**src/rtl/pixel_write_scheduler.sv**
```systemverilog
// Pixel write scheduler: round-robin arbiter for two players' pixel writes onto
// one VGA write port, plus a row-major full-screen clear sweep.
module pixel_write_scheduler #(
    parameter int         X_MAX        = 159,
    parameter int         Y_MAX        = 119,
    parameter logic [2:0] CLEAR_COLOUR = 3'b000
) (
    input  logic       clk,
    input  logic       reset,
    input  logic       clear_req,
    input  logic       p1_req,
    input  logic [7:0] p1_x,
    input  logic [6:0] p1_y,
    input  logic [2:0] p1_colour,
    input  logic       p2_req,
    input  logic [7:0] p2_x,
    input  logic [6:0] p2_y,
    input  logic [2:0] p2_colour,
    output logic       p1_gnt,
    output logic       p2_gnt,
    output logic [7:0] x,
    output logic [6:0] y,
    output logic [2:0] colour,
    output logic       plot,
    output logic       busy,
    output logic       clear_done,
    output logic       coord_err
);

    localparam logic [7:0] X_LAST = 8'(X_MAX);
    localparam logic [6:0] Y_LAST = 7'(Y_MAX);

    typedef enum logic {IDLE, CLEAR} state_t;

    state_t     state_q, state_d;
    logic [7:0] x_q, x_d;
    logic [6:0] y_q, y_d;
    logic [2:0] colour_q, colour_d;
    logic       plot_q, plot_d;
    logic       p1_gnt_q, p1_gnt_d;
    logic       p2_gnt_q, p2_gnt_d;
    logic       busy_q, busy_d;
    logic       clear_done_q, clear_done_d;
    logic       coord_err_q, coord_err_d;
    logic [7:0] sweep_x_q, sweep_x_d;
    logic [6:0] sweep_y_q, sweep_y_d;
    logic       favour_p2_q, favour_p2_d;

    logic       p1_live, p2_live, p1_wins, in_range, sweep_last;
    logic [7:0] win_x;
    logic [6:0] win_y;
    logic [2:0] win_colour;

    // A requester granted this cycle is masked so its still-held req cannot repeat the write.
    assign p1_live    = p1_req & ~p1_gnt_q;
    assign p2_live    = p2_req & ~p2_gnt_q;
    assign p1_wins    = p1_live & (~p2_live | ~favour_p2_q);
    assign win_x      = p1_wins ? p1_x : p2_x;
    assign win_y      = p1_wins ? p1_y : p2_y;
    assign win_colour = p1_wins ? p1_colour : p2_colour;
    assign in_range   = (win_x <= X_LAST) && (win_y <= Y_LAST);
    assign sweep_last = (sweep_x_q == X_LAST) && (sweep_y_q == Y_LAST);

    always_comb begin
        state_d      = state_q;
        x_d          = x_q;
        y_d          = y_q;
        colour_d     = colour_q;
        plot_d       = 1'b0;
        p1_gnt_d     = 1'b0;
        p2_gnt_d     = 1'b0;
        busy_d       = 1'b0;
        clear_done_d = 1'b0;
        coord_err_d  = 1'b0;
        sweep_x_d    = sweep_x_q;
        sweep_y_d    = sweep_y_q;
        favour_p2_d  = favour_p2_q;

        case (state_q)
            IDLE: begin
                if (clear_req) begin
                    state_d   = CLEAR;
                    sweep_x_d = '0;
                    sweep_y_d = '0;
                    x_d       = '0;
                    y_d       = '0;
                    colour_d  = CLEAR_COLOUR;
                    plot_d    = 1'b1;
                    busy_d    = 1'b1;
                end else if (p1_live || p2_live) begin
                    p1_gnt_d    = p1_wins;
                    p2_gnt_d    = ~p1_wins;
                    favour_p2_d = p1_wins;
                    if (in_range) begin
                        x_d      = win_x;
                        y_d      = win_y;
                        colour_d = win_colour;
                        plot_d   = 1'b1;
                    end else begin
                        coord_err_d = 1'b1;
                    end
                end
            end
            CLEAR: begin
                // The sweep counters hold the pixel on the port this cycle.
                if (sweep_last) begin
                    state_d      = IDLE;
                    clear_done_d = 1'b1;
                    sweep_x_d    = '0;
                    sweep_y_d    = '0;
                end else begin
                    if (sweep_x_q == X_LAST) begin
                        sweep_x_d = '0;
                        sweep_y_d = sweep_y_q + 7'd1;
                    end else begin
                        sweep_x_d = sweep_x_q + 8'd1;
                    end
                    x_d      = sweep_x_d;
                    y_d      = sweep_y_d;
                    colour_d = CLEAR_COLOUR;
                    plot_d   = 1'b1;
                    busy_d   = 1'b1;
                end
            end
            default: state_d = IDLE;
        endcase
    end

    always_ff @(posedge clk) begin
        if (reset) begin
            state_q      <= IDLE;
            x_q          <= '0;
            y_q          <= '0;
            colour_q     <= '0;
            plot_q       <= 1'b0;
            p1_gnt_q     <= 1'b0;
            p2_gnt_q     <= 1'b0;
            busy_q       <= 1'b0;
            clear_done_q <= 1'b0;
            coord_err_q  <= 1'b0;
            sweep_x_q    <= '0;
            sweep_y_q    <= '0;
            favour_p2_q  <= 1'b0;
        end else begin
            state_q      <= state_d;
            x_q          <= x_d;
            y_q          <= y_d;
            colour_q     <= colour_d;
            plot_q       <= plot_d;
            p1_gnt_q     <= p1_gnt_d;
            p2_gnt_q     <= p2_gnt_d;
            busy_q       <= busy_d;
            clear_done_q <= clear_done_d;
            coord_err_q  <= coord_err_d;
            sweep_x_q    <= sweep_x_d;
            sweep_y_q    <= sweep_y_d;
            favour_p2_q  <= favour_p2_d;
        end
    end

    assign x          = x_q;
    assign y          = y_q;
    assign colour     = colour_q;
    assign plot       = plot_q;
    assign p1_gnt     = p1_gnt_q;
    assign p2_gnt     = p2_gnt_q;
    assign busy       = busy_q;
    assign clear_done = clear_done_q;
    assign coord_err  = coord_err_q;

endmodule

```
**config.mk**
```make
export PLATFORM = sky130hd
export DESIGN_NAME = pixel_write_scheduler
export DESIGN_NICKNAME = d
export VERILOG_FILES = /design/src/rtl/pixel_write_scheduler.sv
export SDC_FILE = /design/constraint.sdc
export NUM_CORES = 1
export LEC_CHECK = 0
export ABC_AREA = 1
export CAP_MARGIN = 20
export CELL_PAD_IN_SITES_DETAIL_PLACEMENT = 2
export CELL_PAD_IN_SITES_GLOBAL_PLACEMENT = 2
export CORE_ASPECT_RATIO = 1.25
export CORE_MARGIN = 4
export CORE_UTILIZATION = 23
export CTS_CLUSTER_SIZE = 14
export DETAILED_ROUTE_END_ITERATION = 8
export GPL_TIMING_DRIVEN = 0
export PLACE_DENSITY = 0.78
export SETUP_SLACK_MARGIN = 0.15
export SKIP_LAST_GASP = 1
export SYNTH_ARGS = -nofsm -noshare
export SYNTH_HDL_FRONTEND = slang
export SYNTH_SLANG_ARGS = --single-unit
```
**constraint.sdc**
```tcl
create_clock -name clk -period 1.54 [get_ports clk]
set_input_delay 0.308 -clock clk [delete_from_list [all_inputs] [get_ports clk]]
set_output_delay 0.308 -clock clk [all_outputs]
set_load 0.05 [all_outputs]
```
==> qor.yml, run 1 <==
die:
  core.rowCount: 41
  pin_count: 65
  start_util_pct: 23.6
  core_sq_um: 10200
  die_area_sq_um: 12100
  chipWidth_microns: 99.3
  die_height_microns: 122
logic_synthesis:
  synth_edf_count: 0
  synth_nets: 413
  synth_area_sq_um: 2400
  syn_inst: 370
  yosys.area.top_type: "dfxtp_1"
  synth.area.top_cells: "dfxtp_1, nand2_1, nand3_1, a21oi_1, nor2_1"
  synth_top_area_share_pct: 33.4
  synth.most_common_cell: "nand2_1"
  ys_ff_latch: 40
  async_flop_share_pct: 0
  ys_top_cells_by_count: "nand2_1, nor2_1, nand3_1"
  syn_area_per_cell_sq_um: 6.48
  synth_cell_types: 29
  ys.warnings.count: 0
  synth_ff_type: "dfxtp_1"
  seq_area_frac_synth_pct: 33.4
layout:
  antennaDiodeCount: 0
  final_core_util_pct: 43.0
  drive_gt1_share_pct: 41.3
  nFillCells: 1126
  multi_input_area_sq_um: 1780
  nets: 527
  ff_latch_area_sq_um: 832
  area_growth_pct: 82.3
global_routing:
  use_met3_pct: 3.26
  met2_usage_pct: 39.2
  grt_overflow_total: 0
  antenna_found_initial: 0
  grt_use_met1_pct: 21.6
  grt_pass1_vias: 3409
  busiest_layer: "met2"
  grt_usage_pct: 20.5
  grt_pass1_wl_microns: 18900
  grt_max_degree: 12
power_and_ir_drop:
  power.internal_w: 0.00232
  power.share.switching_pct: 35.9
  p_per_area_nw_per_um2: 828
  seq_power_share_pct: 32.0
  p_clk_share_pct: 31.2
  power.switching_w: 0.00130
  power_frac_comb_pct: 36.8
  vdd_drop_max_v: 0.000386
  p_leak_nw: 1.76
placement:
  dpl.hpwl_microns: 7710
  place_ws_ns: -0.809
  gp_congestion: 0.813
  io_buffers: 63
clock_tree:
  cts_made_buffers: 5
  cts.clk_slew.worst_paths_ns: 0.06
  insertion_delay_ns: 0.29
  cts_tree: "done"
  h-tree-depth: 2
  cts-root-buf: "clkbuf_16"
  cts_max_path_buffers: 2
  cts.sinks: 40
  holdBufCountCts: 0
routing:
  drtPass1Iterations: 4
  routed_wl_microns: 13800
  vias: 3086
  drtIter0Drc: 105
  drc: 0
  viasPerCell: 5.03
  post_drt_wl_per_cell_microns: 22.5
  antenna_left: 0
run_status:
  status: "finished, violations left"
  violations: "setup timing"
sta:
  setup_violations: 29
  layout_setup_ws_ns: -0.464
  rsz0062_at_grt: "true"
  hold_viol: 0
  fin_setup_tns_ns: -7.38
  relSlewSlack_pct: 58.4
  period_needed_ns: 2.00
  skew_ns: 0.00501
  slew_violations: 0
  tightestPinTransition_ns: 0.624
  fin_crit_sh_pct: 130
  max_freq_mhz: 499
hold_path:
  hold_path.class: "in2reg"
critical_path:
  path_class: "reg2reg"
  worstSetupStartpointType: "register"
  crit_arrival_ns: 2.24
  required_ns: 1.77
  end_kind: "register"
  crit_fanout: 6
flow_run:
  cap_violations: 0
## registers in the layout, indices dropped and copies added (netlist names)
signal	count
sweep_x_q	8
x	8
sweep_y_q	7
y	7
colour	3
busy	1
clear_done	1
coord_err	1
favour_p2_q	1
p1_gnt	1
p2_gnt	1
plot	1
## per-layer routing
metal  wire (microns)  up-vias
met2             7420      105
met3              576       35
li1                 -     1428
met4              602        0
met5                0        -
met1             5210     1518
## repair_timing
action	CTS	global route
resized for setup	168	64
setup endpoints to repair	64	40
setup buffers	28	11
cloned	4	1
pin swaps	27	24
## metrics by stage
| stage | area, sq um | power [W] | std cells | hold WS [ns] |
|---|---|---|---|---|
| final | 4370 | 0.00362 | 613 | 0.412 |
| after global routing | 4370 | 0.00375 | 613 | 0.450 |
| after CTS | 4030 | 0.00348 | 601 | 0.491 |
| after detailed placement | 3220 | 0.00217 | 562 | 0.475 |
| after global placement | 3220 | 0.00214 | 562 | 0.464 |
| after floorplan | 2430 | 0.00178 | 370 | 0.445 |
## worst max-delay path, cell delays in order, from the launching register on
cell     delay, ns
dfxtp_4       0.38
inv_2         0.04
nor2_1        0.15
nand2_1       0.14
nor2_4        0.19
buf_6         0.16
inv_1         0.10
nand2_1       0.11
nand3_1       0.12
o21ai_0       0.16
inv_1         0.13
nand3_1       0.11
nand2_1       0.07
nor2_1        0.09
## area by class of cell
| type | instances | share of cell area, % |
|---|---|---|
| multi-input combinational | 277 | 40.7 |
| timing repair buffer | 106 | 25.5 |
| buffer | 18 | 4.27 |
| tap | 129 | 3.69 |
| sequential | 40 | 19.0 |
| inverter | 36 | 3.29 |
| clock buffer | 7 | 3.49 |
## logic make-up (layout without fill, tap and decap cells)
group,count (synthesis),after routing,synth area share (%)
fa+ha+maj,2,2,1.04
buf+inv,54,167,10.8
xor+xnor,4,4,1.46
simple gates,207,208,39.2
compound gates,63,63,14.0
flops,40,40,33.4
## power groups by stage
| stage | Clock [W] | Sequential [W] | Combinational, W |
|---|---|---|---|
| after detailed placement | 0 | 0.00117 | 0.000998 |
| final | 0.00113 | 0.00116 | 0.00133 |
| after floorplan | 0 | 0.00140 | 0.000382 |
| after CTS | 0.00114 | 0.00115 | 0.00119 |
| after global placement | 0 | 0.00117 | 0.000974 |
| after global routing | 0.00118 | 0.00117 | 0.00140 |
## worst paths after layout
kind | cells after the start | endpoint | slack, ns | from
min | 2 | sweep_x_q[0]$_SDFFE_PP0N_ | 0.41 | reset
max | 13 | y[4]$_SDFFE_PP0P_ | -0.46 | sweep_x_q[4]$_SDFFE_PP0N_
max reg2reg | 13 | y[4]$_SDFFE_PP0P_ | -0.46 | sweep_x_q[4]$_SDFFE_PP0N_
min reg2reg | 2 | colour[1]$_SDFFE_PP0P_ | 0.47 | colour[1]$_SDFFE_PP0P_
## cells in the final DEF (no fill, tap or decap), types with 18 or more instances in the layout
cell type | synthesis | layout
nand2_1 | 87 | 69
buf_4 | 3 | 27
inv_1 | 35 | 29
buf_6 | 5 | 18
nor2_1 | 48 | 39
clkdlybuf4s15_2 | 0 | 23
nand3_1 | 41 | 25
dfxtp_1 | 40 | 25
clkdlybuf4s50_1 | 0 | 36
a21oi_2 | 0 | 20
No activity file was read; power rests on OpenSTA's default activity.
==> run 2: changes to the inputs <==
--- a/config.mk
+++ b/config.mk
@@ -15,7 +15,8 @@
 export CTS_CLUSTER_SIZE = 14
 export DETAILED_ROUTE_END_ITERATION = 8
 export GPL_TIMING_DRIVEN = 0
-export PLACE_DENSITY = 0.78
+export HOLD_SLACK_MARGIN = 0.06
+export PLACE_DENSITY = 0.74
 export SETUP_SLACK_MARGIN = 0.15
 export SKIP_LAST_GASP = 1
 export SYNTH_ARGS = -nofsm -noshare
==> run 2 against run 1 <==
Hold slack improved by 0.069 ns. Die area unchanged. The flow still finishes with violations (setup timing). First-iteration DRC count increased by 10%. Wire length decreased by 10%. Critical path depth increased by 2. Final area decreased by 5.4%. Highest routed layer unchanged. Largest cell class unchanged. Critical path type unchanged. Register-to-register slack improved by 0.10 ns. Global-route usage decreased by 2.4 points.
==> qor.yml, run 2 (synthesis results as in run 1) <==
routing:
  viasPerCell: 4.91  # -2.4%
  drtPass1Iterations: 4  # unchanged
  post_drt_wl_per_cell_microns: 20.7  # -7.9%
  vias: 2933  # -5.0%
  drc: 0  # unchanged
  drtIter0Drc: 116  # +10%
  antenna_left: 0  # unchanged
  routed_wl_microns: 12400  # -10%
clock_tree:
  cts_max_path_buffers: 2  # unchanged
  cts_made_buffers: 5  # unchanged
  cts.sinks: 40  # unchanged
  cts-root-buf: "clkbuf_16"
  insertion_delay_ns: 0.30  # about the same
  cts_tree: "done"
  cts.clk_slew.worst_paths_ns: 0.06  # about the same
  h-tree-depth: 2  # unchanged
sta:
  hold_viol: 0  # unchanged
  period_needed_ns: 1.90  # -0.102 ns
  max_freq_mhz: 526  # +5.4%
  setup_violations: 21  # -28%
  tightestPinTransition_ns: 0.717  # +0.0931 ns
  hold_slack_ns: 0.481  # +0.0694 ns
  fin_crit_sh_pct: 123  # -6.6 points
  relSlewSlack_pct: 52.2  # -6.2 points
  layout_setup_ws_ns: -0.362  # +0.102 ns
  slew_violations: 0  # unchanged
  rsz0062_at_grt: "true"
  skew_ns: 0.00732  # +0.00230 ns
power_and_ir_drop:
  p_leak_nw: 1.68  # -4.7%
  finalPower_w: 0.00347  # -4.2%
  p_per_area_nw_per_um2: 839  # +1.3%
  vdd_drop_max_v: 0.000358  # -7.3%
global_routing:
  grt_pass1_wl_microns: 16900  # -10%
  antenna_found_initial: 0  # unchanged
  grt_usage_pct: 18.0  # -2.4 points
  grt_overflow_total: 0  # unchanged
  grt_pass1_vias: 3185  # -6.6%
  grt_max_degree: 12  # unchanged
critical_path:
  path_class: "reg2reg"
  crit_arrival_ns: 2.12  # -0.12 ns
  worstSetupStartpointType: "register"
  required_ns: 1.76  # about the same
  crit_fanout: 6  # unchanged
  end_kind: "register"
die:
  core.rowCount: 41  # unchanged
  core_sq_um: 10200  # unchanged
  die_area_sq_um: 12100  # unchanged
  die_height_microns: 122  # unchanged
  pin_count: 65  # unchanged
  start_util_pct: 23.6  # unchanged
  chipWidth_microns: 99.3  # unchanged
layout:
  nFillCells: 1168  # +3.7%
  multi_input_area_sq_um: 1710  # -3.8%
  drive_gt1_share_pct: 37.2  # -4.1 points
  antennaDiodeCount: 0  # unchanged
  fin_area_sq_um: 4130  # -5.4%
  ff_latch_area_sq_um: 831  # -0.15%
  final_cell_mix: "nand2_1, nor2_1, clkdlybuf4s50_1, inv_1, nand3_1"
  area_growth_pct: 72.5
  nets: 511  # -3.0%
  final_common_cell: "nand2_1"
flow_run:
  cap_violations: 0  # unchanged
run_status:
  violations: "setup timing"
  status: "finished, violations left"
hold_path:
  hold_path.class: "reg2reg"
placement:
  io_buffers: 63  # unchanged
  dpl.hpwl_microns: 7440  # -3.5%
  place_area_sq_um: 3220  # unchanged
  gp_congestion: 0.808  # -0.64%
## run 2: cell types whose count changed in the layout (fill, tap and decap cells not counted), moves of 3 or more
| cell | before | now |
|---|---|---|
| buf_4 | 27 | 19 |
| buf_6 | 18 | 6 |
| buf_8 | 5 | 8 |
| nand2_2 | 17 | 12 |
| nand2_4 | 5 | 10 |
| nand2_8 | 4 | 1 |
| nand3_1 | 25 | 29 |
| nand3_2 | 13 | 7 |
## run 2: through the flow
stage	setup TNS (ns)	setup WS (ns)	utilization [%]	std cells
after floorplan	-0.935	-0.0550	-	370
after global placement	-19.27	-0.763	31.7	562
after detailed placement	-20.85	-0.820	31.7	562
after CTS	-3.73	-0.249	38.0	588
after global routing	-7.21	-0.453	40.7	597
final	-4.60	-0.362	40.7	597
## run 2: repair_timing
item                       CTS  global route
resized for setup          155            66
buffers inserted            17             9
cloned                       2             0
setup endpoints to repair   64            40
hold endpoints to repair     0             0
pin swaps                   18            17
hold buffers                 0             0
## run 2: cell type report
class | count | area share [%]
buffer | 18 | 4.57
clock buffer | 6 | 3.12
clock inverter | 1 | 0.121
inverter | 36 | 3.51
multi-input combinational | 276 | 41.4
sequential | 40 | 20.1
tap | 129 | 3.91
timing repair buffer | 91 | 23.3
## run 2: where the power goes
group	internal (W)	switching (W)	leakage, nW
registers	0.00110	0.0000465	0.335
logic	0.000511	0.000748	1.28
clock network	0.000591	0.000469	0.0667
total	0.00220	0.00126	1.68
## run 2: worst max-delay path, cell delays in order (launching register included)
cell     delay (ns)
dfxtp_1        0.39
nand3_4        0.12
nand2_4        0.09
buf_8          0.13
buf_8          0.13
nand2_4        0.05
nand2_2        0.06
nand2_2        0.05
nand2_2        0.09
nand2_4        0.08
nand2_8        0.13
buf_8          0.14
nand2_4        0.07
nand2_1        0.09
nand2_1        0.07
nor2_1         0.14
## run 2: routing by layer
metal / vias up / global-route usage (%) / routed length, microns
li1: 1391 / - / -
met1: 1435 / 19.4 / 4870
met2: 83 / 36.0 / 6680
met3: 24 / 2.41 / 413
met4: 0 / 5.04 / 413
met5: - / 0 / 0
## run 2: worst paths after layout
kind	slack, ns	cells past startpoint	start	endpoint
min reg2reg	0.48	2	x[2]$_SDFFE_PP0P_	x[2]$_SDFFE_PP0P_
min	0.48	2	x[2]$_SDFFE_PP0P_	x[2]$_SDFFE_PP0P_
max reg2reg	-0.36	15	favour_p2_q$_SDFFE_PP0P_	y[6]$_SDFFE_PP0P_
max	-0.36	15	favour_p2_q$_SDFFE_PP0P_	y[6]$_SDFFE_PP0P_
==> run 3: changes to the inputs <==
--- a/config.mk
+++ b/config.mk
@@ -5,13 +5,12 @@
 export SDC_FILE = /design/constraint.sdc
 export NUM_CORES = 1
 export LEC_CHECK = 0
-export ABC_AREA = 1
 export CAP_MARGIN = 20
 export CELL_PAD_IN_SITES_DETAIL_PLACEMENT = 2
 export CELL_PAD_IN_SITES_GLOBAL_PLACEMENT = 2
 export CORE_ASPECT_RATIO = 1.25
 export CORE_MARGIN = 4
-export CORE_UTILIZATION = 23
+export CORE_UTILIZATION = 25
 export CTS_CLUSTER_SIZE = 14
 export DETAILED_ROUTE_END_ITERATION = 8
 export GPL_TIMING_DRIVEN = 0
==> run 3 against run 2 <==
The flow still finishes with violations (setup timing). First-iteration DRC count increased by 29%. Wire length increased by 25%. Synthesized cell count decreased by 19%. Clock power increased by 38%. Sequential power decreased by 4%. Clock-buffer cell count increased by 1. Final area increased by 12%. Via count increased by 7.1%. Hold slack improved by 0.015 ns. Utilization increased by 9.1 points. Flip-flop and latch count unchanged. Final cell count decreased by 8.7%. Largest cell class unchanged.
==> qor.yml, run 3 <==
layout:
  antennaDiodeCount: 0  # unchanged
  fin_area_sq_um: 4610  # +12%
  multi_input_area_sq_um: 1960  # +14%
  nFillCells: 952  # -18%
  final_common_cell: "buf_4"
  final_cells: 545  # -8.7%
  drive_gt1_share_pct: 49.5  # +12 points
  ff_latch_area_sq_um: 843  # +1.5%
  final_cell_mix: "buf_4, clkdlybuf4s50_1, dfxtp_1, clkdlybuf4s15_2, nand2_1"
  nets: 464  # -9.2%
  area_growth_pct: 91.7
run_status:
  violations: "setup timing"
  status: "finished, violations left"
die:
  die_area_sq_um: 11300  # -7.0%
  pin_count: 65  # unchanged
  core.rowCount: 39  # -4.9%
  die_height_microns: 118  # -3.6%
  chipWidth_microns: 95.8  # -3.5%
  start_util_pct: 26.0  # +2.4 points
  core_sq_um: 9270  # -8.7%
routing:
  antenna_left: 0  # unchanged
  drc: 0  # unchanged
  post_drt_wl_per_cell_microns: 28.4  # +37%
  drtPass1Iterations: 4  # unchanged
  viasPerCell: 5.76  # +17%
  vias: 3141  # +7.1%
  drtIter0Drc: 150  # +29%
  routed_wl_microns: 15500  # +25%
flow_run:
  cap_violations: 0  # unchanged
clock_tree:
  insertion_delay_ns: 0.30  # about the same
  cts_max_path_buffers: 2  # unchanged
  h-tree-depth: 2  # unchanged
  cts_tree: "done"
  cts.clk_slew.worst_paths_ns: 0.07  # about the same
  cts_made_buffers: 5  # unchanged
  cts-root-buf: "clkbuf_16"
  holdBufCountCts: 0  # unchanged
  cts.sinks: 40  # unchanged
sta:
  slew_violations: 0  # unchanged
  skew_ns: 0.00707  # -0.000247 ns
  relSlewSlack_pct: 55.4  # +3.2 points
  setup_violations: 31  # +48%
  hold_slack_ns: 0.496  # +0.0155 ns
  max_freq_mhz: 482  # -8.3%
  tightestPinTransition_ns: 0.670  # -0.0476 ns
  rsz0062_at_grt: "true"
  layout_setup_ws_ns: -0.534  # -0.172 ns
  fin_setup_tns_ns: -9.82  # -5.22 ns
  hold_viol: 0  # unchanged
  period_needed_ns: 2.07  # +0.172 ns
  fin_crit_sh_pct: 135  # +11 points
placement:
  gp_congestion: 0.773  # -4.2%
  dpl.hpwl_microns: 7810  # +5.0%
  io_buffers: 64  # +1.6%
  place_area_sq_um: 3330  # +3.5%
  place_inst: 486  # -14%
logic_synthesis:
  synth_top_area_share_pct: 33.3  # -0.16 points
  syn_inst: 299  # -19%
  synth.most_common_cell: "dfxtp_1"
  ys.warnings.count: 0  # unchanged
  synth_cell_types: 56  # +93%
  synth_area_sq_um: 2410  # +0.47%
  syn_area_per_cell_sq_um: 8.05  # +24%
  ys_ff_latch: 40  # unchanged
  synth_ff_type: "dfxtp_1"
  yosys.area.top_type: "dfxtp_1"
  seq_area_frac_synth_pct: 33.3  # -0.16 points
  ys_top_cells_by_count: "dfxtp_1, nand2_1, a21oi_1"
  async_flop_share_pct: 0  # unchanged
  synth_nets: 342  # -17%
  synth.area.top_cells: "dfxtp_1, a21oi_1, mux2_2, nand2_1, nand4_1"
  synth_edf_count: 0  # unchanged
critical_path:
  end_kind: "register"
  path_class: "in2reg"
  required_ns: 1.77  # about the same
  crit_fanout: 8  # +2
  crit_arrival_ns: 2.30  # +0.18 ns
  worstSetupStartpointType: "input pin"
power_and_ir_drop:
  finalPower_w: 0.00359  # +3.6%
  vdd_drop_max_v: 0.000490  # +37%
  p_per_area_nw_per_um2: 778  # -7.2%
  p_leak_nw: 1.78  # +6.4%
global_routing:
  antenna_found_initial: 0  # unchanged
  grt_pass1_vias: 3550  # +11%
  grt_pass1_wl_microns: 21200  # +26%
  grt_overflow_total: 0  # unchanged
  grt_usage_pct: 25.1  # +7.1 points
  grt_max_degree: 14  # +2
hold_path:
  hold_path.class: "reg2reg"
## run 3: changes by cell type after synthesis, sizes merged, moves of 9 or more
cell,previous run,this run
inv,36,6
nand2,94,27
and3,0,10
clkbuf,4,15
nand4,3,12
mux2,0,9
nor2,51,20
a21oi,36,22
nand3,42,13
## run 3: critical path, cell delays in order
cell,delay (ns)
clkdlybuf4s50_1,0.44
o21ai_1,0.19
nand4_1,0.30
buf_4,0.25
a211o_4,0.40
a22o_1,0.26
a21oi_2,0.14
## run 3: final cells by class
class,count,area share [%]
plain buffers,24,6.43
clock buffers,7,3.80
well taps,123,3.34
repair buffers,115,24.6
clock inverters,1,0.651
flip-flops and latches,40,18.3
multi-input cells,229,42.4
inverters,6,0.542
## run 3: kinds of logic (layout without fill, tap and decap cells)
logic type                 after synthesis  count (layout)  share of synthesized area (%)
muxes                                   15              15                           6.70
DFF                                     40              40                           33.3
AOI/OAI and AO/OA                       81              81                           22.3
and+or+nand+nor                        124             124                           28.6
buffers and inverters                   30             153                           5.51
adders and majority gates                2               2                           1.04
xor gates and xnor gates                 7               7                           2.55
## run 3: where the power goes
part | internal, W | switching, W
clock network | 0.000964 | 0.000496
logic | 0.000451 | 0.000584
registers | 0.00107 | 0.0000310
total | 0.00248 | 0.00111
## run 3: final timing paths
check | start | to | slack [ns] | cells after the start
hold / removal | colour[2]$_SDFFE_PP0P_ | colour[2]$_SDFFE_PP0P_ | 0.50 | 2
setup reg to reg | sweep_x_q[1]$_SDFFE_PP0N_ | x[0]$_SDFFE_PP0P_ | -0.42 | 9
hold reg to reg | colour[2]$_SDFFE_PP0P_ | colour[2]$_SDFFE_PP0P_ | 0.50 | 2
setup / recovery | p1_x[5] | x[0]$_SDFFE_PP0P_ | -0.53 | 7
## run 3: timing repair
item	in CTS	in global routing
pin swaps	37	32
buffers inserted	36	11
cloned	4	0
endpoints found under the setup margin	64	42
gates resized for setup	181	71
## run 3: per-layer routing
metal | up-vias | track usage (%) | routed length, microns
met3 | 55 | 4.09 | 672
li1 | 1374 | - | -
met1 | 1581 | 27.5 | 5680
met5 | - | 0 | 0
met2 | 131 | 44.2 | 8180
met4 | 0 | 14.2 | 971
## run 3: metrics by stage
| stage | setup slack, ns | util, % |
|---|---|---|
| 2_1_floorplan | -0.340 | - |
| 3_3_place_gp | -0.790 | 36.0 |
| 3_5_place_dp | -0.776 | 36.0 |
| 4_1_cts | -0.376 | 46.2 |
| 5_1_grt | -0.537 | 49.8 |
| 6_report | -0.534 | 49.8 |
